`src/rtl/multi_cycle_ctrl.sv`:
```
// multi_cycle_ctrl: multi-cycle MIPS control FSM (R/I-type, lw/sw, beq, j); define ILLEGAL_TRAP_EN to trap on illegal instructions.
module multi_cycle_ctrl #(
  parameter int ALUOP_W = 5,
  parameter int STATE_W = 4
) (
  input  logic               clk,
  input  logic               rst,
  input  logic [5:0]         op,
  input  logic [5:0]         funct,
  input  logic               zero,
  output logic               pc_write,
  output logic               ir_write,
  output logic               mem_read,
  output logic               mem_write,
  output logic               reg_write,
  output logic               reg_dst,
  output logic               mem_to_reg,
  output logic               alu_src_a,
  output logic [1:0]         alu_src_b,
  output logic               imm_zext,
  output logic [1:0]         pc_src,
  output logic [ALUOP_W-1:0] aluop,
  output logic               illegal,
  output logic               trap,
  output logic [STATE_W-1:0] state
);
  typedef enum logic [3:0] {
    FETCH = 4'd0, DECODE = 4'd1, MEM_ADDR = 4'd2, MEM_RD = 4'd3, MEM_WB = 4'd4, MEM_WR = 4'd5,
    R_EXEC = 4'd6, R_WB = 4'd7, BRANCH = 4'd8, JUMP = 4'd9, I_EXEC = 4'd10, I_WB = 4'd11, TRAP = 4'd12
  } state_t;
  localparam logic [5:0] OP_R = 6'b000000, OP_LW = 6'b100011, OP_SW = 6'b101011, OP_BEQ = 6'b000100;
  localparam logic [5:0] OP_J = 6'b000010, OP_ADDIU = 6'b001001, OP_ORI = 6'b001101;
  localparam logic [ALUOP_W-1:0] A_ADDU = ALUOP_W'(3'd1), A_SUBU = ALUOP_W'(3'd2), A_OR = ALUOP_W'(3'd4);
  state_t cur, nxt;
  logic r_ok, dec_ill;
  logic [2:0] r_op;
  always_comb begin
    r_ok = 1'b1;
    r_op = 3'd1;
    case (funct)
      6'b100000: r_op = 3'd0;
      6'b100001: r_op = 3'd1;
      6'b100011: r_op = 3'd2;
      6'b100100: r_op = 3'd3;
      6'b100101: r_op = 3'd4;
      6'b101010: r_op = 3'd5;
      default:   r_ok = 1'b0;
    endcase
  end
  assign dec_ill = !((op == OP_R && r_ok) || op == OP_LW || op == OP_SW || op == OP_BEQ ||
                     op == OP_J || op == OP_ADDIU || op == OP_ORI);
  always_ff @(posedge clk or posedge rst)
    if (rst) cur <= FETCH;
    else     cur <= nxt;
  always_comb begin
    nxt = FETCH;
    case (cur)
      FETCH:    nxt = DECODE;
      DECODE:   nxt = (op == OP_R && r_ok)                ? R_EXEC   :
                      (op == OP_LW || op == OP_SW)        ? MEM_ADDR :
                      (op == OP_BEQ)                      ? BRANCH   :
                      (op == OP_J)                        ? JUMP     :
                      (op == OP_ADDIU || op == OP_ORI)    ? I_EXEC   :
`ifdef ILLEGAL_TRAP_EN
                                                            TRAP;
`else
                                                            FETCH;
`endif
      MEM_ADDR: nxt = (op == OP_LW) ? MEM_RD : MEM_WR;
      MEM_RD:   nxt = MEM_WB;
      R_EXEC:   nxt = R_WB;
      I_EXEC:   nxt = I_WB;
`ifdef ILLEGAL_TRAP_EN
      TRAP:     nxt = TRAP;
`endif
      default:  nxt = FETCH;
    endcase
  end
  // Outputs are forced to defaults while rst is high so an aborted write never lands.
  always_comb begin
    pc_write   = 1'b0;
    ir_write   = 1'b0;
    mem_read   = 1'b0;
    mem_write  = 1'b0;
    reg_write  = 1'b0;
    reg_dst    = 1'b0;
    mem_to_reg = 1'b0;
    alu_src_a  = 1'b0;
    alu_src_b  = 2'b00;
    imm_zext   = 1'b0;
    pc_src     = 2'b00;
    aluop      = A_ADDU;
    illegal    = 1'b0;
    trap       = 1'b0;
    if (!rst)
      case (cur)
        FETCH: begin
          mem_read  = 1'b1;
          ir_write  = 1'b1;
          alu_src_b = 2'b01;
          pc_write  = 1'b1;
        end
        DECODE: begin
          alu_src_b = 2'b11;
          illegal   = dec_ill;
        end
        R_EXEC: begin
          alu_src_a = 1'b1;
          aluop     = ALUOP_W'(r_op);
        end
        R_WB: begin
          reg_write = 1'b1;
          reg_dst   = 1'b1;
        end
        MEM_ADDR: begin
          alu_src_a = 1'b1;
          alu_src_b = 2'b10;
        end
        MEM_RD: mem_read = 1'b1;
        MEM_WB: begin
          reg_write  = 1'b1;
          mem_to_reg = 1'b1;
        end
        MEM_WR: mem_write = 1'b1;
        BRANCH: begin
          alu_src_a = 1'b1;
          aluop     = A_SUBU;
          pc_src    = 2'b01;
          pc_write  = zero;
        end
        JUMP: begin
          pc_src   = 2'b10;
          pc_write = 1'b1;
        end
        I_EXEC: begin
          alu_src_a = 1'b1;
          alu_src_b = 2'b10;
          imm_zext  = (op == OP_ORI);
          aluop     = (op == OP_ORI) ? A_OR : A_ADDU;
        end
        I_WB: begin
          reg_write = 1'b1;
          imm_zext  = (op == OP_ORI);
        end
`ifdef ILLEGAL_TRAP_EN
        TRAP: trap = 1'b1;
`endif
        default: ;
      endcase
  end
  assign state = STATE_W'(cur);
endmodule

```
`config.mk`:
```
export PLATFORM = sky130hd
export DESIGN_NAME = multi_cycle_ctrl
export DESIGN_NICKNAME = d
export VERILOG_FILES = /design/src/rtl/multi_cycle_ctrl.sv
export SDC_FILE = /design/constraint.sdc
export NUM_CORES = 1
export LEC_CHECK = 0
export CAP_MARGIN = 25
export CELL_PAD_IN_SITES_DETAIL_PLACEMENT = 2
export CELL_PAD_IN_SITES_GLOBAL_PLACEMENT = 2
export CORE_MARGIN = 2
export CORE_UTILIZATION = 18
export CTS_CLUSTER_DIAMETER = 150
export DETAILED_ROUTE_END_ITERATION = 8
export PLACE_DENSITY = 0.78
export SLEW_MARGIN = 20
export SYNTH_ARGS = -nofsm -noshare
export SYNTH_HDL_FRONTEND = slang
export SYNTH_SLANG_ARGS = --single-unit
```
`constraint.sdc`:
```
create_clock -name clk -period 2.05 [get_ports clk]
set_clock_uncertainty 0.2 [all_clocks]
set_input_delay 0.205 -clock clk [delete_from_list [all_inputs] [get_ports clk]]
set_output_delay 0.205 -clock clk [all_outputs]
set_load 0.05 [all_outputs]
```
==> impl_metrics.tcl, run 1 <==
set metrics [dict create \
    status "completed" \
    vias_per_cell 5.06 \
    yosysSeqAreaShare 0.150 \
    nFillCells 366 \
    setup_tns_ns 0 \
    relSlewSlack 0.636 \
    die-area_um2 4200 \
    postRouteWirelength_um 4370 \
    p_sw_mw 0.561 \
    worstSetupEndpointType "output pin" \
    die_w_um 64.8 \
    placed_cell_area_um2 1490 \
    ant_nets 0 \
    grt_pass1_vias 1133 \
    seqCellArea_um2 105 \
    dr_total_vias 1032 \
    reg2regPathDepth 6 \
    gr-usage-all-layers 0.193 \
    gp_congestion 0.776 \
    combPwrFrac 0.739 \
    avgRoutedWirePerCell_um 21.4 \
    yosys_warnings 0 \
    ys_seq_elements 4 \
    area_growth_pct 155 \
    seq_power_share 0.111 \
    largest_register_ffs 4 \
    hold_viol 0 \
    crit_type "register to output pin" \
    drt_iter0_markers 26 \
    start_util 0.185 \
    path_max_fanout 7 \
    netlist_area_um2 666 \
    cts_sinks 4 \
    startpoint_type "register" \
    num_rows 22 \
    fp.dieH_um 64.8 \
    cts_max_path_buffers 2 \
    period_needed_ns 2.03 \
    io_pins 39 \
    drive_above_1_share 0.628 \
    drc_errors 0 \
    pwr-share-clk 0.151 \
    diodes 0 \
    rrSetupSlack_ns 0.36 \
    ctsHtreeMaxLevel 1 \
    cts-root-buf "clkbuf_8" \
    grt_max_degree 14 \
    cp.arrival_ns 1.63 \
    cts_made_buffers 3 \
    r2r_end "state[1]" \
    worst_pin_slew_ns 0.538 \
    p_int_mw 0.582 \
    antenna_found_initial 0 \
    maxSlewViolCount 0 \
    cap_violations 0 \
    clock_latency_ns 0.22 \
    cp_data_required_time_ns 1.64 \
    rsz0062_at_grt "true" \
    setup_viol 0 \
    core_um2 3610 \
    dp_hpwl_um 3030 \
    syn_area_per_cell_um2 7.01 \
    startpoint "state[2]" \
    fmax_mhz 492 \
    clk_pin_slew_ns 0.04 \
    multi_input_area_um2 771 \
    dr.pass1.iters 4 \
    cts_tree "built" \
    io_buffers 35 \
    power_density_nw_per_um2 672 \
    synthArstFlopShare 1.00 \
    stdcell_area_um2 1700 \
    min_path_type "input port to asynchronous set/reset pin" \
    power_leakage_nw 0.666 \
    fin_nets 173 \
    synth_edf_count 0 \
    synth-main-ff-cell "dfrtp_1" \
    switching_share 0.491 \
    r2r-start "state[1]" \
    period_share 0.991 \
    vdd_drop_max_mv 0.447 \
    grt_pass1_wl_um 6090 \
    synthesis.instances 95 \
    yosysUniqueCellTypes 35 \
    overflow 0 \
]
cell usage in the layout (no fill, tap or decap), drive strengths merged, types with 2 or more instances in the layout:
cell	count
nand4bb	2
nand2	11
inv	2
o22ai	2
clkdlybuf4s50	5
a211oi	2
dlygate4sd2	6
conb	3
nand3b	2
a21o	2
nor3	8
a21oi	8
nor4	7
buf	50
and3b	2
dfrtp	4
o21ai	2
clkbuf	5
nor2	8
and2	2
nand2b	8
critical path, stage by stage (launching register included):
cell      delay [ns]
dfrtp_2         0.43
buf_4           0.18
nand2b_4        0.21
buf_4           0.16
nor3_2          0.25
buf_12          0.18
power groups by stage:
stage / clock network (mW) / registers (mW) / logic, mW
6_report: 0.172 / 0.126 / 0.844
5_1_grt: 0.183 / 0.129 / 0.879
4_1_cts: 0.166 / 0.134 / 0.773
3_5_place_dp: 0 / 0.129 / 0.721
3_3_place_gp: 0 / 0.126 / 0.688
2_1_floorplan: 0 / 0.157 / 0.368
cells by family (layout without fill, tap and decap cells):
kind of cell / count (synthesis) / in the layout / synth area share
buf+inv: 10 / 69 / 0.0771
mux: 1 / 1 / 0.0150
xor+xnor: 1 / 1 / 0.0132
other cells: 1 / 3 / 0.00563
flops: 4 / 4 / 0.150
simple gates: 56 / 56 / 0.479
compound gates: 22 / 22 / 0.259
per-stage QoR:
step	cells	total power [mW]	hold WS [ns]	setup WS (ns)	utilization
after floorplan	97	0.524	-0.221	-0.175	-
after global placement	193	0.814	0.396	-0.0963	0.413
after CTS	199	1.07	0.245	0.00510	0.452
final	204	1.14	0.271	0.0193	0.471
after global routing	204	1.19	0.277	-0.0632	0.471
after detailed placement	193	0.850	0.421	-0.230	0.413
what timing repair did:
action,4_1_cts,5_1_grt
endpoints found under the setup margin,7,12
resized for setup,27,14
buffers inserted,3,5
pin swaps,10,4
hold buffers,0,0
layout make-up:
type                            count  area share
Inverter                            2     0.00442
Tap cell                           48      0.0353
Multi-Input combinational cell     83       0.454
Timing Repair Buffer               64       0.420
Sequential cell                     4      0.0619
Clock buffer                        3      0.0243
cell usage after synthesis, types with 2 or more instances:
| cell type | number | area (µm²) |
|---|---|---|
| inv_1 | 2 | 7.51 |
| and2_1 | 2 | 12.5 |
| o22ai_1 | 2 | 12.5 |
| dfrtp_1 | 4 | 100 |
| buf_2 | 2 | 10.0 |
| o21ai_0 | 2 | 10.0 |
| nand2_1 | 11 | 41.3 |
| a21oi_1 | 8 | 40.0 |
| nand3b_1 | 2 | 15.0 |
| nor3_1 | 8 | 40.0 |
| nor2_1 | 8 | 30.0 |
| nor4_1 | 7 | 43.8 |
| nand2b_1 | 8 | 50.1 |
| a211oi_1 | 2 | 15.0 |
| nand4bb_1 | 2 | 22.5 |
| buf_4 | 3 | 22.5 |
| clkbuf_1 | 2 | 7.51 |
| and3b_1 | 2 | 17.5 |
| a21o_1 | 2 | 15.0 |
worst max path at each step:
stage / end / slack (ns) / cells after the start
after floorplan: aluop[1] / -0.17 / 4
after global placement: illegal / -0.1 / 6
after detailed placement: illegal / -0.23 / 6
after CTS: aluop[2] / 0.005 / 5
after global routing: illegal / -0.06 / 5
final: pc_src[1] / 0.02 / 5
routing by layer:
layer	part of all wire	vias up	GRT usage
met3	0.045	12	0.0365
met4	0.035	0	0.0691
met2	0.54	48	0.380
li1	-	466	-
met1	0.38	506	0.199
met5	0	-	0
Note: power is estimated with default switching activity, not from simulation.
==> inputs of run 2 (changes only) <==
--- a/config.mk
+++ b/config.mk
@@ -13,6 +13,7 @@
 export CTS_CLUSTER_DIAMETER = 150
 export DETAILED_ROUTE_END_ITERATION = 8
 export PLACE_DENSITY = 0.78
+export SKIP_CTS_REPAIR_TIMING = 1
 export SLEW_MARGIN = 20
 export SYNTH_ARGS = -nofsm -noshare
 export SYNTH_HDL_FRONTEND = slang
==> run 2 against run 1 <==
  * Sequential share of layout area shrank 0.12 points
  * The run now ends with setup timing left
  * Highest routed layer unchanged
  * Worst setup slack lost 0.080 ns
  * Critical path type is now input port to output pin
  * Register-to-register slack is essentially flat
  * Largest power group unchanged
  * Fmax shrank 3.8%
  * Via count shrank 3.9%
  * Count of clock-buffer cells in the layout is the same
==> impl_metrics.tcl, run 2 (synthesis results as in run 1) <==
set metrics [dict create \
    cts_tree "built" \
    path_max_fanout 6 \
    core_um2 3610 \
    cp.arrival_ns 1.71 \
    die-area_um2 4200 \
    ant_nets 0 \
    grt_pass1_vias 1082 \
    period_share 1.03 \
    worstSetupEndpointType "output pin" \
    cts-root-buf "clkbuf_8" \
    reg2regPathDepth 6 \
    clk_pin_slew_ns 0.03 \
    antenna_found_initial 0 \
    dp_hpwl_um 3030 \
    diodes 0 \
    setup_viol 2 \
    fmax_mhz 474 \
    r2r_end "state[1]" \
    maxSlewViolCount 0 \
    power_density_nw_per_um2 643 \
    startpoint_type "input port" \
    dr.pass1.iters 4 \
    path_depth 5 \
    final_core_util 0.481 \
    status "finished, violations left" \
    nFillCells 380 \
    cp_data_required_time_ns 1.64 \
    setup_slack_ns -0.0603 \
    setup_tns_ns -0.0963 \
    fp.dieH_um 64.8 \
    avgRoutedWirePerCell_um 20.5 \
    critPathBufInv 3 \
    min_path_type "input port to asynchronous set/reset pin" \
    period_needed_ns 2.11 \
    largest_register_ffs 4 \
    drc_errors 0 \
    postRouteWirelength_um 4150 \
    gp_congestion 0.776 \
    num_rows 22 \
    violations "setup timing" \
    layout_commonest_cell "buf_4" \
    rrSetupSlack_ns 0.37 \
    fin_nets 171 \
    cts_max_path_buffers 2 \
    cts_made_buffers 3 \
    slowest_delay_ns 0.49 \
    rsz0062_at_grt "true" \
    die_w_um 64.8 \
    gr-usage-all-layers 0.175 \
    overflow 0 \
    drive_above_1_share 0.584 \
    dr_total_vias 992 \
    power_leakage_nw 0.741 \
    crit_end "mem_read" \
    grt_max_degree 14 \
    start_util 0.185 \
    clock_latency_ns 0.21 \
    drt_iter0_markers 21 \
    cp_top_family "buffers and inverters" \
    grt_pass1_wl_um 5620 \
    ctsHtreeMaxLevel 1 \
    vdd_drop_max_mv 0.384 \
    cts_sinks 4 \
    final_cell_mix "buf_4 (28), buf_12 (18), dlymetal6s2s_1 (10)" \
    path_cells "clkdlybuf4s50_1, buf_4, nor3_1, and3_1, buf_12" \
    crit_type "input port to output pin" \
    io_pins 39 \
    startpoint "rst" \
    area_growth_pct 161 \
    cap_violations 0 \
    io_buffers 35 \
    hold_viol 0 \
    cp_slowest_cell "clkdlybuf4s50_1" \
    vias_per_cell 4.91 \
    r2r-start "state[1]" \
]
-- run 2: cell count changes in the layout (fill, tap and decap cells not counted), sizes merged --
cell	before	now
dlygate4sd2	6	0
buf	50	48
clkdlybuf4s50	5	4
clkdlybuf4s15	1	0
clkbuf	5	3
dlymetal6s2s	0	10
-- run 2: worst register-to-register path: stages (launching register included) --
cell      delay [ns]
dfrtp_2         0.40
buf_6           0.16
nand2b_1        0.13
buf_4           0.18
nand2b_1        0.13
a21oi_1         0.06
a211o_1         0.29
-- run 2: cell type report --
cell class              instances  area (µm²)  area share
repair buffers                 62         758       0.437
multi-input cells              83         762       0.439
clock buffers                   3        41.3      0.0238
inverters                       2        7.51     0.00433
flip-flops and latches          4         105      0.0606
well taps                      48        60.1      0.0346
-- run 2: worst min-delay path by stage --
| stage | start | to | slack (ns) | cells past startpoint |
|---|---|---|---|---|
| 3_5_place_dp | state[0] | state[0] | 0.42 | 1 |
| 5_1_grt | rst | state[3] | 0.28 | 3 |
| 3_3_place_gp | state[0] | state[0] | 0.40 | 1 |
| 4_1_cts | rst | state[3] | 0.24 | 3 |
| 2_1_floorplan | rst | state[0] | -0.22 | 1 |
| 6_report | rst | state[3] | 0.24 | 3 |
-- run 2: through the flow --
step	total power, mW	hold WS [ns]	instance area [µm²]	setup WS (ns)	instances
6_report	1.11	0.241	1730	-0.0603	202
5_1_grt	1.17	0.276	1730	-0.113	202
3_3_place_gp	0.814	0.396	1490	-0.0963	193
4_1_cts	1.02	0.245	1530	-0.234	196
2_1_floorplan	0.524	-0.221	807	-0.175	97
3_5_place_dp	0.850	0.421	1490	-0.230	193
-- run 2: routing by layer --
metal  wire (µm)  global-route usage  up-vias
li1            -                   -      461
met1        1580               0.184      490
met2        2340               0.361       33
met3         124              0.0295        8
met4          97              0.0239        0
met5           0                   0        -
-- run 2: power by group --
group	total, mW	switching, mW	internal [mW]	leakage [nW]
Sequential	0.136	0.0404	0.0953	0.0475
Combinational	0.819	0.467	0.351	0.672
Clock	0.160	0.0353	0.125	0.0216
Total	1.11	0.543	0.571	0.741
==> inputs of run 3 (changes only) <==
--- a/config.mk
+++ b/config.mk
@@ -5,7 +5,7 @@
 export SDC_FILE = /design/constraint.sdc
 export NUM_CORES = 1
 export LEC_CHECK = 0
-export CAP_MARGIN = 25
+export CAP_MARGIN = 10
 export CELL_PAD_IN_SITES_DETAIL_PLACEMENT = 2
 export CELL_PAD_IN_SITES_GLOBAL_PLACEMENT = 2
 export CORE_MARGIN = 2
@@ -14,7 +14,6 @@
 export DETAILED_ROUTE_END_ITERATION = 8
 export PLACE_DENSITY = 0.78
 export SKIP_CTS_REPAIR_TIMING = 1
-export SLEW_MARGIN = 20
 export SYNTH_ARGS = -nofsm -noshare
 export SYNTH_HDL_FRONTEND = slang
 export SYNTH_SLANG_ARGS = --single-unit
==> results of run 3 <==
The final DEF is identical to that of run 2; final timing and power are the same.
